**src/rtl/pc_flow_ctrl_pkg.sv**
```systemverilog
// pc_flow_ctrl_pkg
//   Shared definitions for the PC flow controller.
//   - jump_e     : EX-stage jump encodings carried on the 2-bit jump bus
//   - state_e    : flow controller states
//   - funEnable / funDisable : readable names for single-bit enables
package pc_flow_ctrl_pkg;

   typedef enum logic [1:0] {
      JUMP_NONE = 2'b00,
      JUMP_JAL  = 2'b01,
      JUMP_JALR = 2'b10
   } jump_e;

   typedef enum logic [1:0] {
      RUN      = 2'b00,
      FLUSH    = 2'b01,
      ACC_WAIT = 2'b10
   } state_e;

   localparam logic funEnable  = 1'b1;
   localparam logic funDisable = 1'b0;

endpackage

```
**src/rtl/pc_flow_ctrl_if.sv**
```systemverilog
// pc_flow_ctrl_if
//   Bundles the hazard / redirect inputs and the PC + pipeline control
//   outputs of the flow controller.
//   Modports:
//     slave  : the flow controller (consumes hazards, drives controls)
//     master : the pipeline side (drives hazards, consumes controls)
//   Signals: cur_pc, jump, branch, zero, jal_target, jalr_target, br_target,
//            ld_use, acc_start, acc_done  (pipeline -> controller)
//            pc_we, pc_next, flush_ifid, flush_idex, stall_ifid, acc_busy,
//            acc_timeout                  (controller -> pipeline)
interface pc_flow_ctrl_if #(
   parameter int XLEN = 32
);
   logic [XLEN-1:0] cur_pc;
   logic [1:0]      jump;
   logic            branch;
   logic            zero;
   logic [XLEN-1:0] jal_target;
   logic [XLEN-1:0] jalr_target;
   logic [XLEN-1:0] br_target;
   logic            ld_use;
   logic            acc_start;
   logic            acc_done;

   logic            pc_we;
   logic [XLEN-1:0] pc_next;
   logic            flush_ifid;
   logic            flush_idex;
   logic            stall_ifid;
   logic            acc_busy;
   logic            acc_timeout;

   modport slave (
      input  cur_pc, jump, branch, zero, jal_target, jalr_target, br_target,
             ld_use, acc_start, acc_done,
      output pc_we, pc_next, flush_ifid, flush_idex, stall_ifid, acc_busy,
             acc_timeout
   );

   modport master (
      output cur_pc, jump, branch, zero, jal_target, jalr_target, br_target,
             ld_use, acc_start, acc_done,
      input  pc_we, pc_next, flush_ifid, flush_idex, stall_ifid, acc_busy,
             acc_timeout
   );
endinterface

```
**src/rtl/pc_flow_wait_cnt.sv**
```systemverilog
// pc_flow_wait_cnt
//   Loadable up/down counter with a terminal flag.
//   Ports:
//     clk, rst  : clock, synchronous active-high reset (count -> 0)
//     load      : load load_val this cycle (wins over en)
//     load_val  : value to load
//     en        : count this cycle
//     up        : 1 = increment, 0 = decrement
//     term_val  : value at which term is raised
//     term      : current count equals term_val
module pc_flow_wait_cnt #(
   parameter int WIDTH = 4
) (
   input  logic             clk,
   input  logic             rst,
   input  logic             load,
   input  logic [WIDTH-1:0] load_val,
   input  logic             en,
   input  logic             up,
   input  logic [WIDTH-1:0] term_val,
   output logic             term
);

   logic [WIDTH-1:0] cnt_q;
   logic [WIDTH-1:0] cnt_d;

   always_comb begin
      cnt_d = cnt_q;
      if (load) begin
         cnt_d = load_val;
      end else if (en) begin
         cnt_d = up ? cnt_q + WIDTH'(1) : cnt_q - WIDTH'(1);
      end
   end

   always_ff @(posedge clk) begin
      if (rst) begin
         cnt_q <= '0;
      end else begin
         cnt_q <= cnt_d;
      end
   end

   assign term = (cnt_q == term_val);

endmodule

```
**src/rtl/pc_flow_ctrl.sv**
```systemverilog
// pc_flow_ctrl
//   Pipeline flow controller sequencing the program counter. Arbitrates EX
//   redirects (JAL, JALR, taken branch), ID load-use stalls and multi-cycle
//   accelerator instructions; drives the PC load enable / next value and the
//   IF/ID, ID/EX flush and stall controls.
//   Ports:
//     clk  : clock, rising edge
//     rst  : synchronous reset, active-high
//     bus  : pc_flow_ctrl_if.slave (hazard inputs, PC / pipeline controls)
//   Parameters: XLEN, RESET_PC, FLUSH_CYCLES (1..3), ACC_TIMEOUT
module pc_flow_ctrl
   import pc_flow_ctrl_pkg::*;
#(
   parameter int              XLEN         = 32,
   parameter logic [XLEN-1:0] RESET_PC     = '0,
   parameter int              FLUSH_CYCLES = 2,
   parameter int              ACC_TIMEOUT  = 1024
) (
   input logic              clk,
   input logic              rst,
   pc_flow_ctrl_if.slave    bus
);

   localparam int FCW = 2;
   localparam int WCW = $clog2(ACC_TIMEOUT + 1);

   localparam logic [FCW-1:0] FLUSH_LOAD = FCW'(FLUSH_CYCLES - 1);
   localparam logic [WCW-1:0] WAIT_TERM  = WCW'(ACC_TIMEOUT - 1);

   state_e state_q, state_d;
   logic   boot_q, boot_d;
   logic   timeout_q, timeout_d;

   logic   f_load, f_en, f_term;
   logic   w_load, w_en, w_term;

   logic            pc_we;
   logic [XLEN-1:0] pc_next;
   logic            flush_ifid;
   logic            flush_idex;
   logic            stall_ifid;
   logic            acc_busy;

   logic            jump_hit;
   logic [XLEN-1:0] jump_pc;
   logic [XLEN-1:0] seq_pc;

   // Flush counter: loaded with FLUSH_CYCLES-1 on a redirect and counted down
   // in FLUSH. The redirect cycle itself is the first bubble, so FLUSH is left
   // once the counter sits at 1 (its last decrement lands on 0).
   pc_flow_wait_cnt #(.WIDTH(FCW)) u_flush_cnt (
      .clk      (clk),
      .rst      (rst),
      .load     (f_load),
      .load_val (FLUSH_LOAD),
      .en       (f_en),
      .up       (funDisable),
      .term_val (FCW'(1)),
      .term     (f_term)
   );

   // Accelerator wait counter: cleared on entry and counted up every
   // ACC_WAIT cycle; terminal at ACC_TIMEOUT-1 forces a release.
   pc_flow_wait_cnt #(.WIDTH(WCW)) u_wait_cnt (
      .clk      (clk),
      .rst      (rst),
      .load     (w_load),
      .load_val ('0),
      .en       (w_en),
      .up       (funEnable),
      .term_val (WAIT_TERM),
      .term     (w_term)
   );

   // Jump decode: encoding 11 is treated as no jump; JALR drops bit 0.
   always_comb begin
      jump_hit = 1'b0;
      jump_pc  = bus.jal_target;
      case (bus.jump)
         JUMP_JAL: begin
            jump_hit = 1'b1;
            jump_pc  = bus.jal_target;
         end
         JUMP_JALR: begin
            jump_hit = 1'b1;
            jump_pc  = bus.jalr_target & ~XLEN'(1);
         end
         default: begin
            jump_hit = 1'b0;
         end
      endcase
   end

   assign seq_pc = bus.cur_pc + XLEN'(4);

   // Next-state and output logic. boot_q marks the first cycle after reset,
   // in which the PC is forced to RESET_PC regardless of the hazard inputs.
   always_comb begin
      state_d    = state_q;
      boot_d     = 1'b0;
      timeout_d  = timeout_q;
      pc_we      = 1'b0;
      pc_next    = seq_pc;
      flush_ifid = 1'b0;
      flush_idex = 1'b0;
      stall_ifid = 1'b0;
      acc_busy   = 1'b0;
      f_load     = funDisable;
      f_en       = funDisable;
      w_load     = funDisable;
      w_en       = funDisable;

      if (boot_q) begin
         pc_we   = 1'b1;
         pc_next = RESET_PC;
         state_d = RUN;
      end else begin
         unique case (state_q)
            RUN: begin
               if (jump_hit || (bus.branch && bus.zero)) begin
                  pc_we      = 1'b1;
                  pc_next    = jump_hit ? jump_pc : bus.br_target;
                  flush_ifid = 1'b1;
                  flush_idex = 1'b1;
                  f_load     = funEnable;
                  if (FLUSH_CYCLES > 1) begin
                     state_d = FLUSH;
                  end
               end else if (bus.acc_start) begin
                  stall_ifid = 1'b1;
                  flush_idex = 1'b1;
                  w_load     = funEnable;
                  state_d    = ACC_WAIT;
               end else if (bus.ld_use) begin
                  stall_ifid = 1'b1;
                  flush_idex = 1'b1;
               end else begin
                  pc_we = 1'b1;
               end
            end
            FLUSH: begin
               pc_we      = 1'b1;
               flush_ifid = 1'b1;
               flush_idex = 1'b1;
               f_en       = funEnable;
               if (f_term) begin
                  state_d = RUN;
               end
            end
            ACC_WAIT: begin
               acc_busy   = 1'b1;
               stall_ifid = 1'b1;
               flush_idex = 1'b1;
               w_en       = funEnable;
               if (bus.acc_done) begin
                  state_d = RUN;
               end else if (w_term) begin
                  timeout_d = 1'b1;
                  state_d   = RUN;
               end
            end
            default: begin
               state_d = RUN;
            end
         endcase
      end
   end

   // State registers; reset returns to RUN and arms the boot cycle.
   always_ff @(posedge clk) begin
      if (rst) begin
         state_q   <= RUN;
         boot_q    <= 1'b1;
         timeout_q <= 1'b0;
      end else begin
         state_q   <= state_d;
         boot_q    <= boot_d;
         timeout_q <= timeout_d;
      end
   end

   assign bus.pc_we       = pc_we;
   assign bus.pc_next     = pc_next;
   assign bus.flush_ifid  = flush_ifid;
   assign bus.flush_idex  = flush_idex;
   assign bus.stall_ifid  = stall_ifid;
   assign bus.acc_busy    = acc_busy;
   assign bus.acc_timeout = timeout_q;

endmodule
```
**src/flat_wrapper.sv**
```systemverilog
// flat-port wrapper written by rule: the top's interface ports become plain ports
module pc_flow_ctrl_flat import pc_flow_ctrl_pkg::*;
#(
   parameter int              XLEN         = 32,
   parameter logic [XLEN-1:0] RESET_PC     = '0,
   parameter int              FLUSH_CYCLES = 2,
   parameter int              ACC_TIMEOUT  = 1024
)
  (clk, rst, bus_cur_pc, bus_jump, bus_branch, bus_zero, bus_jal_target, bus_jalr_target, bus_br_target, bus_ld_use, bus_acc_start, bus_acc_done, bus_pc_we, bus_pc_next, bus_flush_ifid, bus_flush_idex, bus_stall_ifid, bus_acc_busy, bus_acc_timeout);
  pc_flow_ctrl_if #(.XLEN(XLEN)) bus_i ();
  input logic clk;
  input logic rst;
  input wire logic [$bits(bus_i.cur_pc)-1:0] bus_cur_pc;
  input wire logic [$bits(bus_i.jump)-1:0] bus_jump;
  input wire logic [$bits(bus_i.branch)-1:0] bus_branch;
  input wire logic [$bits(bus_i.zero)-1:0] bus_zero;
  input wire logic [$bits(bus_i.jal_target)-1:0] bus_jal_target;
  input wire logic [$bits(bus_i.jalr_target)-1:0] bus_jalr_target;
  input wire logic [$bits(bus_i.br_target)-1:0] bus_br_target;
  input wire logic [$bits(bus_i.ld_use)-1:0] bus_ld_use;
  input wire logic [$bits(bus_i.acc_start)-1:0] bus_acc_start;
  input wire logic [$bits(bus_i.acc_done)-1:0] bus_acc_done;
  output wire logic [$bits(bus_i.pc_we)-1:0] bus_pc_we;
  output wire logic [$bits(bus_i.pc_next)-1:0] bus_pc_next;
  output wire logic [$bits(bus_i.flush_ifid)-1:0] bus_flush_ifid;
  output wire logic [$bits(bus_i.flush_idex)-1:0] bus_flush_idex;
  output wire logic [$bits(bus_i.stall_ifid)-1:0] bus_stall_ifid;
  output wire logic [$bits(bus_i.acc_busy)-1:0] bus_acc_busy;
  output wire logic [$bits(bus_i.acc_timeout)-1:0] bus_acc_timeout;
  assign bus_i.cur_pc = bus_cur_pc;
  assign bus_i.jump = bus_jump;
  assign bus_i.branch = bus_branch;
  assign bus_i.zero = bus_zero;
  assign bus_i.jal_target = bus_jal_target;
  assign bus_i.jalr_target = bus_jalr_target;
  assign bus_i.br_target = bus_br_target;
  assign bus_i.ld_use = bus_ld_use;
  assign bus_i.acc_start = bus_acc_start;
  assign bus_i.acc_done = bus_acc_done;
  assign bus_pc_we = bus_i.pc_we;
  assign bus_pc_next = bus_i.pc_next;
  assign bus_flush_ifid = bus_i.flush_ifid;
  assign bus_flush_idex = bus_i.flush_idex;
  assign bus_stall_ifid = bus_i.stall_ifid;
  assign bus_acc_busy = bus_i.acc_busy;
  assign bus_acc_timeout = bus_i.acc_timeout;
  pc_flow_ctrl #(.XLEN(XLEN), .RESET_PC(RESET_PC), .FLUSH_CYCLES(FLUSH_CYCLES), .ACC_TIMEOUT(ACC_TIMEOUT)) u_core (.clk(clk), .rst(rst), .bus(bus_i));
endmodule
```
**config.mk**
```make
export PLATFORM = sky130hd
export DESIGN_NAME = pc_flow_ctrl_flat
export DESIGN_NICKNAME = d
export VERILOG_FILES = /design/src/rtl/pc_flow_ctrl_pkg.sv /design/src/rtl/pc_flow_ctrl_if.sv /design/src/rtl/pc_flow_wait_cnt.sv /design/src/rtl/pc_flow_ctrl.sv /design/src/flat_wrapper.sv
export SDC_FILE = /design/constraint.sdc
export NUM_CORES = 1
export LEC_CHECK = 0
export ABC_AREA = 1
export BUFFER_PORTS_ARGS = -buffer_cell sky130_fd_sc_hd__buf_2
export CAP_MARGIN = 40
export CORE_MARGIN = 2
export CORE_UTILIZATION = 49
export CTS_BUF_LIST = sky130_fd_sc_hd__clkbuf_4
export DETAILED_ROUTE_END_ITERATION = 8
export PLACE_DENSITY = 0.89
export SLEW_MARGIN = 10
export SYNTH_ARGS = -nofsm -noshare
export SYNTH_HDL_FRONTEND = slang
export SYNTH_SLANG_ARGS = --single-unit
```
**constraint.sdc**
```tcl
create_clock -name clk -period 2.1 [get_ports clk]
set_input_delay 0.105 -clock clk [delete_from_list [all_inputs] [get_ports clk]]
set_output_delay 0.105 -clock clk [all_outputs]
set_load 0.02 [all_outputs]
```
==> run_results.csv <==
group,metric,value,unit
timing,min_period,2030,ps
power,leakage,1.98,nW
clock_network,htreeDepth,1,
synthesis,yosysTopAreaCellShare,22.1,%
clock_network,clkTransAtPathRegs,110,ps
power,pwr_density_cell,406,mW/mm²
clock_network,cts_tree,"done",
drt,drtPass1Iterations,6,
global_routing,antenna_found_initial,0,
clock_network,clock_latency,300,ps
clock_network,ctsRootBufferMaster,"clkbuf_4",
synthesis,syn_avg_cell_area,5.21,µm²
synthesis,synth.most_common_cell,"nand2_1",
synthesis,mappedNetlistArea,0.00284,mm²
global_routing,grt_pass1_wl,18500,µm
drt,vias_per_cell,5.63,
power,ir_worst_vdd,268,µV
drt,drtAntennaViolNets,0,
timing,period_share,96.6,%
timing,fin_setup_tns,0,ps
synthesis,synth_edf_count,0,
timing,hold_violations,0,
timing,setup_viol,0,
clock_network,cts.sinks,17,
drt,wirelength,12100,µm
timing,skew,8.05,ps
hold_path,hold_path_class,"input port to register",
setup_path,r2r_end,"u_core.state_q[0]$_SDFFE_PP0P_",
setup_path,crit_path_start_kind,"register",
floorplanning,start_util,51.3,%
finish,layout-drive-gt1-share,32.3,%
setup_path,reg2regPathDepth,8,
timing,slew_violations,0,
synthesis,yosysSeqAreaShare,12.0,%
synthesis,synth_common_cells,"nand2_1 (167), nor2_1 (75), nand3_1 (53)",
synthesis,synth_seq_cells,17,
status,status,"finished, final reports clean",
floorplanning,die_w,80.1,µm
global_routing,overflow,0,
setup_path,critPathCapture,"bus_pc_next[10]",
global_routing,grtUsageTotal,36.8,%
drt,vias,4444,
setup_path,crit_arrival,1920,ps
synthesis,syn_inst,545,
placement,globalplace.congestion,1.03,
placement,io_buffers,173,
job,cap_viol_max_count,0,
setup_path,cp-end-kind,"output port",
placement,dp_slack,129,ps
setup_path,crit_type,"register to output port",
timing,layout_setup_ws,71.4,ps
drt,drc_errors,0,
placement,dp_hpwl,9960,µm
timing,rsz0062_at_grt,"no",
global_routing,grt_max_degree,32,
synthesis,synth_cell_types,32,
setup_path,crit-reg2reg-launch,"u_core.u_wait_cnt.cnt_q[0]$_SDFFE_PP0P_",
setup_path,crit_fanout,15,
finish,fin_nets,864,
synthesis,ys.flop_type,"dfxtp_1",
floorplanning,core_area,0.00554,mm²
synthesis,yosys-top-cells-area,"nand2_1 (22%), dfxtp_1 (12%), nor2_1 (9.9%)",
floorplanning,die_y,80.1,µm
floorplanning,fp-row-count,27,
setup_path,cp-startpoint,"u_core.state_q[0]$_SDFFE_PP0P_",
finish,diodes,0,
synthesis,ys_warn_count,0,
global_routing,grt_pass1_vias,3935,
synthesis,async_flop_share,0,%
finish,area_delta_synth_final,38.3,%
synthesis,synth_top_cell_by_area,"nand2_1",
setup_path,rrSetupSlack,400,ps
setup_path,worstPathRequired,2000,ps
floorplanning,die-area,0.00642,mm²
floorplanning,io_pins,175,
synthesis,syn_nets,690,
clock_network,cts_buffers,3,
timing,worstMarginPinSlew,494,ps
drt,wl_per_cell,15.3,µm
timing,max_freq,493,MHz
drt,drt-initial-drc-count,491,
timing,slew_headroom,66.9,%
clock_network,cts_buffer_depth,2,
## final cells by class
type | instances | area [µm²]
Timing Repair Buffer | 190 | 1030
Inverter | 56 | 221
Clock buffer | 4 | 30.0
Fill cell | 504 | 1610
Multi-Input combinational cell | 451 | 2220
Tap cell | 72 | 90.1
Sequential cell | 17 | 343
## worst min-delay path by stage
stage / startpoint / to / slack (ps) / cells after the start
final: bus_acc_done / u_core.bus.acc_timeout$_SDFFE_PP0P_ / 170 / 4
after global routing: bus_acc_done / u_core.bus.acc_timeout$_SDFFE_PP0P_ / 190 / 4
after CTS: bus_acc_done / u_core.bus.acc_timeout$_SDFFE_PP0P_ / 170 / 4
after detailed placement: rst / u_core.boot_q$_DFF_P_ / 300 / 1
after global placement: rst / u_core.boot_q$_DFF_P_ / 300 / 1
after floorplan: rst / u_core.boot_q$_DFF_P_ / 130 / 0
## logic make-up (layout without fill, tap and decap cells)
| group | after synthesis | in the layout | share of synthesized area, % |
|---|---|---|---|
| flip-flops | 17 | 17 | 12.0 |
| AO/OA/AOI/OAI | 104 | 104 | 20.4 |
| AND/OR/NAND/NOR | 330 | 330 | 50.0 |
| adder cells (fa/ha/maj) | 8 | 8 | 3.52 |
| buffers and inverters | 77 | 250 | 11.4 |
| XOR/XNOR | 9 | 9 | 2.78 |
## cell usage in the layout, fill, tap and decap left out, types with 5 or more instances in the layout
cell / instances
nand2_2: 9
dfxtp_1: 15
xnor2_1: 6
ha_1: 7
nand4_1: 5
nand2_1: 166
buf_4: 16
nor2_2: 8
o21ai_0: 40
inv_2: 5
nor2_4: 6
nor2_1: 75
inv_1: 47
o211ai_1: 10
buf_2: 171
a31oi_1: 5
nand3_1: 53
a21oi_1: 35
a211oi_1: 5
## routing by layer
| layer | vias to the layer above | track usage, % | routed length (µm) |
|---|---|---|---|
| li1 | 2124 | - | - |
| met1 | 1960 | 48.0 | 4670 |
| met2 | 315 | 63.7 | 5660 |
| met3 | 45 | 4.94 | 1450 |
| met4 | 0 | 8.98 | 335 |
| met5 | - | 0 | 0 |
## critical path: stages (launching register included)
cell	delay, ps
dfxtp_2	360
inv_2	80
ha_4	190
nand2_8	120
nor2_4	150
clkinvlp_4	110
buf_4	180
o22ai_1	230
buf_4	180
## state kept, by name (all words and copies together), names as in the netlist
register	cells
u_core.u_flush_cnt.cnt_q	2
u_core.u_wait_cnt.cnt_q	11
u_core.boot_q	1
u_core.bus.acc_timeout	1
u_core.state_q	2
## where the power goes
part	internal (mW)	total, mW	switching (mW)
Clock	0.0870	0.199	0.112
Sequential	0.333	0.343	0.0103
Combinational	0.395	1.05	0.656
## what timing repair did
item	in CTS	in global routing
hold endpoints to repair	1	0
endpoints found under the setup margin	21	20
resized for setup	8	8
pin swaps	1	0
hold buffers	1	0
buffers inserted	5	0
## stage by stage
stage          power [mW]  util [%]  cell area [µm²]  instances  hold slack [ps]
6_report             1.59      70.9             3930        790              165
5_1_grt              1.69      70.9             3930        790              187
4_1_cts              1.55      70.5             3900        790              168
3_5_place_dp         1.31      68.5             3790        780              299
3_3_place_gp         1.30      68.5             3790        780              295
2_1_floorplan       0.919         -             2840        545              133
No activity file was read; power rests on OpenSTA's default activity.
